<file path="src/rtl/clk_div_pkg.sv">
// Shared types, ratio codes, FSM encoding and mask helper for the clock-enable divider.
package clk_div_pkg;

  localparam int unsigned PHASE_W = 4;
  localparam int unsigned RATIO_W = 2;

  typedef logic [RATIO_W-1:0] ratio_t;
  typedef logic [PHASE_W-1:0] phase_t;

  localparam ratio_t RATIO_DIV2  = 2'd0;
  localparam ratio_t RATIO_DIV4  = 2'd1;
  localparam ratio_t RATIO_DIV8  = 2'd2;
  localparam ratio_t RATIO_DIV16 = 2'd3;

  localparam phase_t PHASE_LAST = 4'hF;

  typedef enum logic {
    ST_IDLE = 1'b0,
    ST_PEND = 1'b1
  } state_e;

  // Low-bit mask whose all-ones match marks the last phase of a divide period.
  function automatic phase_t ratio_mask(input ratio_t r);
    phase_t m;
    m = 4'hF;
    case (r)
      RATIO_DIV2:  m = 4'h1;
      RATIO_DIV4:  m = 4'h3;
      RATIO_DIV8:  m = 4'h7;
      RATIO_DIV16: m = 4'hF;
    endcase
    return m;
  endfunction

endpackage

</file>
<file path="src/rtl/clk_div_ctrl_if.sv">
// Run control, ratio-change handshake and status bundle of the clock-enable divider.
interface clk_div_ctrl_if;
  import clk_div_pkg::*;

  logic   run;
  logic   cfg_valid;
  ratio_t cfg_ratio;
  logic   cfg_ready;
  logic   tick_en;
  ratio_t active_ratio;
  phase_t phase;
  logic   busy;
  logic   switch_done;

  modport master (
    output run, cfg_valid, cfg_ratio,
    input  cfg_ready, tick_en, active_ratio, phase, busy, switch_done
  );

  modport slave (
    input  run, cfg_valid, cfg_ratio,
    output cfg_ready, tick_en, active_ratio, phase, busy, switch_done
  );

endinterface

</file>
<file path="src/rtl/clk_div_ctrl_phase_counter.sv">
// Free-running 4-bit phase counter with enable and synchronous clear (clear wins).
module div_phase_counter
  import clk_div_pkg::*;
(
  input  logic   clk_in,
  input  logic   en,
  input  logic   clr,
  output phase_t phase
);

  phase_t phase_q, phase_d;

  always_comb begin
    phase_d = phase_q;
    if (clr) begin
      phase_d = '0;
    end else if (en) begin
      phase_d = phase_q + PHASE_W'(1);
    end
  end

  always_ff @(posedge clk_in) begin
    phase_q <= phase_d;
  end

  assign phase = phase_q;

endmodule

</file>
<file path="src/rtl/clk_div_ctrl.sv">
// Clock-enable divider: glitch-free ratio switching aligned to the 16-cycle phase boundary.
module clk_div_ctrl
  import clk_div_pkg::*;
(
  input  logic         clk_in,
  input  logic         rst,
  clk_div_ctrl_if.slave bus
);

  state_e state_q, state_d;
  ratio_t pend_q, pend_d;
  ratio_t active_q, active_d;
  logic   done_q, done_d;
  logic   cnt_clr_c;
  phase_t phase_c;
  phase_t mask_c;

  div_phase_counter u_cnt (
    .clk_in (clk_in),
    .en     (bus.run),
    .clr    (rst | cnt_clr_c),
    .phase  (phase_c)
  );

  // Next-state, pending capture and switch application.
  always_comb begin
    state_d   = state_q;
    pend_d    = pend_q;
    active_d  = active_q;
    done_d    = 1'b0;
    cnt_clr_c = 1'b0;
    case (state_q)
      ST_IDLE: begin
        if (bus.cfg_valid) begin
          pend_d = bus.cfg_ratio;
          if (bus.cfg_ratio != active_q) begin
            state_d = ST_PEND;
          end
        end
      end
      ST_PEND: begin
        // Stopped clock has no boundary to wait for, so apply at once and restart phase.
        if (!bus.run) begin
          active_d  = pend_q;
          done_d    = 1'b1;
          cnt_clr_c = 1'b1;
          state_d   = ST_IDLE;
        end else if (phase_c == PHASE_LAST) begin
          active_d = pend_q;
          done_d   = 1'b1;
          state_d  = ST_IDLE;
        end
      end
      default: state_d = ST_IDLE;
    endcase
  end

  always_ff @(posedge clk_in) begin
    if (rst) begin
      state_q  <= ST_IDLE;
      pend_q   <= RATIO_DIV2;
      active_q <= RATIO_DIV2;
      done_q   <= 1'b0;
    end else begin
      state_q  <= state_d;
      pend_q   <= pend_d;
      active_q <= active_d;
      done_q   <= done_d;
    end
  end

  assign mask_c = ratio_mask(active_q);

  assign bus.tick_en      = bus.run & ((phase_c & mask_c) == mask_c);
  assign bus.cfg_ready    = (state_q == ST_IDLE);
  assign bus.busy         = (state_q == ST_PEND);
  assign bus.active_ratio = active_q;
  assign bus.phase        = phase_c;
  assign bus.switch_done  = done_q;

endmodule

</file>
<file path="src/flat_wrapper.sv">
// flat-port wrapper written by rule: the top's interface ports become plain ports
module clk_div_ctrl_flat import clk_div_pkg::*;
  (clk_in, rst, bus_run, bus_cfg_valid, bus_cfg_ratio, bus_cfg_ready, bus_tick_en, bus_active_ratio, bus_phase, bus_busy, bus_switch_done);
  clk_div_ctrl_if bus_i ();
  input  logic clk_in;
  input  logic rst;
  input wire logic [$bits(bus_i.run)-1:0] bus_run;
  input wire logic [$bits(bus_i.cfg_valid)-1:0] bus_cfg_valid;
  input wire logic [$bits(bus_i.cfg_ratio)-1:0] bus_cfg_ratio;
  output wire logic [$bits(bus_i.cfg_ready)-1:0] bus_cfg_ready;
  output wire logic [$bits(bus_i.tick_en)-1:0] bus_tick_en;
  output wire logic [$bits(bus_i.active_ratio)-1:0] bus_active_ratio;
  output wire logic [$bits(bus_i.phase)-1:0] bus_phase;
  output wire logic [$bits(bus_i.busy)-1:0] bus_busy;
  output wire logic [$bits(bus_i.switch_done)-1:0] bus_switch_done;
  assign bus_i.run = bus_run;
  assign bus_i.cfg_valid = bus_cfg_valid;
  assign bus_i.cfg_ratio = bus_cfg_ratio;
  assign bus_cfg_ready = bus_i.cfg_ready;
  assign bus_tick_en = bus_i.tick_en;
  assign bus_active_ratio = bus_i.active_ratio;
  assign bus_phase = bus_i.phase;
  assign bus_busy = bus_i.busy;
  assign bus_switch_done = bus_i.switch_done;
  clk_div_ctrl u_core (.clk_in(clk_in), .rst(rst), .bus(bus_i));
endmodule
</file>
<file path="config.mk">
export PLATFORM = sky130hd
export DESIGN_NAME = clk_div_ctrl_flat
export DESIGN_NICKNAME = d
export VERILOG_FILES = /design/src/rtl/clk_div_pkg.sv /design/src/rtl/clk_div_ctrl_if.sv /design/src/rtl/clk_div_ctrl_phase_counter.sv /design/src/rtl/clk_div_ctrl.sv /design/src/flat_wrapper.sv
export SDC_FILE = /design/constraint.sdc
export NUM_CORES = 1
export LEC_CHECK = 0
export CAP_MARGIN = 20
export CORE_MARGIN = 2
export CORE_UTILIZATION = 30
export DETAILED_ROUTE_END_ITERATION = 10
export PLACE_DENSITY_LB_ADDON = 0.3
export SYNTH_ARGS = -nofsm -noshare
export SYNTH_HDL_FRONTEND = slang
export SYNTH_SLANG_ARGS = --single-unit
</file>
<file path="constraint.sdc">
create_clock -name clk_in -period 2.66 [get_ports clk_in]
set_input_delay 0.266 -clock clk_in [delete_from_list [all_inputs] [get_ports clk_in]]
set_output_delay 0.266 -clock clk_in [all_outputs]
set_load 0.005 [all_outputs]
</file>
==> summary.md <==
| Metric | Value |
|---|---|
| Run status | finished clean |
| Switching share of total power | 0.250 |
| Initial DRC count | 3 |
| #FFs+latches synth | 10 |
| Yosys cell types | 21 |
| Setup TNS | 0 ns |
| Synth-to-Final Area Change | 39.3% |
| Post-cts sizing count | 0 |
| CTS Sinks | 10 |
| IO Pins | 16 |
| Fmax | 498 MHz |
| P_int | 0.241 mW |
| Endpoints failing setup | 0 |
| Global placement routability congestion | 0.727 |
| Final #Nets | 74 |
| DIE AREA | 0.00191 mm^2 |
| Worst endpoint data arrival time | 1.74 ns |
| Mapped Area | 472 um^2 |
| Ys Warns | 0 |
| Fin crit share | 0.754 |
| Placeable Area | 0.00149 mm^2 |
| Clock Root Buffer | clkbuf_4 |
| Post-CTS Setup Bufs | 0 |
| Routed via count | 393 |
| RSZ-0062 raised after global routing | false |
| Die Span Y | 43.7 um |
| Fillcell total | 143 |
| Synth area leader | dfxtp_1 |
| Slew Viols, Final | 0 |
| Tmin final | 2.01 ns |
| Pwr/cell area | 489 mW/mm^2 |
| Max Cap Viol | 0 |
| Final wirelength | 878 um |
| # diodes | 0 |
| DRT antenna net count | 0 |
| Die span in x | 43.7 um |
| Critical setup path kind | input pin to output port |
| Clock power share | 0.330 |
| Vias in the first global route | 368 |
| H-tree depth | 1 |
| Post-route DRC | 0 |
| Final instance area | 657 um^2 |
| CTS clk-pin slew, worst paths | 0.06 ns |
| Ys async rst share | 0 |
| Hold Fails Final Rpt | 0 |
| Commonest register cell after synthesis | dfxtp_1 |
| Sequential-to-total area share from yosys stat | 0.424 |
| Crit end category | output port |
| Net Switching | 0.0804 mW |
| Pin count of the biggest net entering global routing | 10 |
| DP Wirelength | 664 um |
| Slew HR | 0.749 |
| Yosys top cell area share | 0.424 |
| Avg Cell Area, Syn | 9.83 um^2 |
| Per-cell routed wire length | 10.8 um |
| Initial DRT Pass Iterations | 2 |
| Port bufs | 15 |
| First-pass GRT wire length | 1500 um |
| Top post-synthesis cells by area | dfxtp_1 42%, mux2i_1 11%, xor2_1 7.4% |
| Clock skew | 0.000833 ns |
| Cts hold-fix bufs | 0 |
| VDD IR max | 0.000194 V |
| Worst skew pair latency | 0.27 ns |
| Initial core utilization | 0.317 |
| Share of cells above drive strength 1 | 0.123 |
| Cells after Synth | 48 |
| Comb power frac | 0.159 |
| Most common cell in the netlist | dfxtp_1 |
| CP Data Required Time | 2.39 ns |
| Pleak | 0.246 nW |
| Critical Path Start Type | input pin |
| TritonCTS clock tree | done |
| Fraction of power consumed by sequential logic | 0.512 |
| Via density | 4.85 |
| Grt total ovfl | 0 |
| Syn nets | 55 |
| Worst-margin pin slew | 0.376 ns |
| Post-synth EDFFs | 0 |
| Worst Hold Class | flip-flop to flip-flop |
| CP max FO | 8 |
| Area of placed instances | 634 um^2 |
| Initial antenna violation count | 0 |
| Most frequent cells after synthesis | 10 x dfxtp_1, 7 x nor2_1, 5 x mux2i_1, 4 x nand2b_1, 4 x xor2_1 |
| Num rows | 14 |
| GRT Total Usage | 0.111 |
| Longest Clk Path Bufs | 2 |
| Num CTS Buffers | 3 |
[logic make-up (layout without fill, tap and decap cells)]
group | Yosys count | in the layout | share of synthesized area
compound gates | 7 | 7 | 0.122
xor+xnor | 5 | 5 | 0.0928
fa+ha+maj | 1 | 1 | 0.0265
buf+inv | 3 | 20 | 0.0318
flops | 10 | 10 | 0.424
mux | 5 | 5 | 0.106
simple gates | 17 | 17 | 0.196
[area by class of cell]
| type | count | area [um^2] | area share |
|---|---|---|---|
| Clock buffer | 3 | 22.5 | 0.0343 |
| Inverter | 2 | 7.51 | 0.0114 |
| Multi-Input combinational cell | 35 | 256 | 0.390 |
| Sequential cell | 10 | 200 | 0.305 |
| Tap cell | 16 | 20.0 | 0.0305 |
| Timing Repair Buffer | 15 | 150 | 0.229 |
[sequential cells by signal, summed over array words and instances (netlist names)]
name / count
u_core.pend_q: 2
u_core.bus.switch_done: 1
u_core.bus.active_ratio: 2
u_core.u_cnt.phase: 4
u_core.bus.busy: 1
[layout by cell type (no fill, tap or decap)]
master,count
a21oi_4,1
o211ai_1,2
clkbuf_4,3
clkdlybuf4s50_1,15
nor2_1,7
dfxtp_1,10
ha_1,1
mux2i_1,5
nand3_1,1
and2b_1,1
o21bai_2,1
nand2b_1,4
a21oi_1,2
inv_1,1
o21ai_0,1
inv_2,1
xnor2_1,1
nor2b_2,1
nand2_1,1
nand4_1,1
xor2_1,4
nand3_2,1
[through the flow]
step | hold slack (ns) | worst slack, ns | cells | power, mW | util
final | 0.482 | 0.654 | 81 | 0.321 | 0.441
after global routing | 0.512 | 0.479 | 81 | 0.337 | 0.441
after CTS | 0.487 | 0.643 | 81 | 0.328 | 0.441
after detailed placement | 0.477 | 0.649 | 78 | 0.219 | 0.426
after global placement | 0.465 | 0.671 | 78 | 0.219 | 0.426
after floorplan | 0.335 | 1.54 | 48 | 0.193 | -
[path summary, 6_finish.rpt]
path,start,to,slack (ns),depth (start not counted)
max,bus_run,bus_tick_en,0.65,4
min reg2reg,u_core.pend_q[0]$_SDFFE_PP0P_,u_core.bus.active_ratio[0]$_SDFFE_PP0P_,0.48,2
max reg2reg,u_core.u_cnt.phase[0]$_SDFFE_PP0P_,u_core.bus.active_ratio[1]$_SDFFE_PP0P_,1.45,4
min,u_core.pend_q[0]$_SDFFE_PP0P_,u_core.bus.active_ratio[0]$_SDFFE_PP0P_,0.48,2
[layer usage]
metal | share of wire | track usage | routed length [um] | vias to the layer above
met3 | 0.090 | 0.0625 | 79 | 2
met1 | 0.46 | 0.128 | 401 | 177
met5 | 0 | 0 | 0 | -
met4 | 0.016 | 0.0545 | 14 | 0
met2 | 0.44 | 0.165 | 382 | 16
li1 | - | - | - | 198
[worst max-delay path, stage by stage]
cell	delay, ns
clkdlybuf4s50_1	0.69
o211ai_1	0.14
a21oi_1	0.13
clkdlybuf4s50_1	0.51
[power by group through the flow]
stage / combinational (mW) / clock (mW) / sequential (mW)
after floorplan: 0.0260 / 0 / 0.167
after global placement: 0.0512 / 0 / 0.168
after detailed placement: 0.0517 / 0 / 0.168
after CTS: 0.0518 / 0.112 / 0.164
after global routing: 0.0559 / 0.116 / 0.165
final: 0.0509 / 0.106 / 0.164
Note: power is estimated with default switching activity, not from simulation.
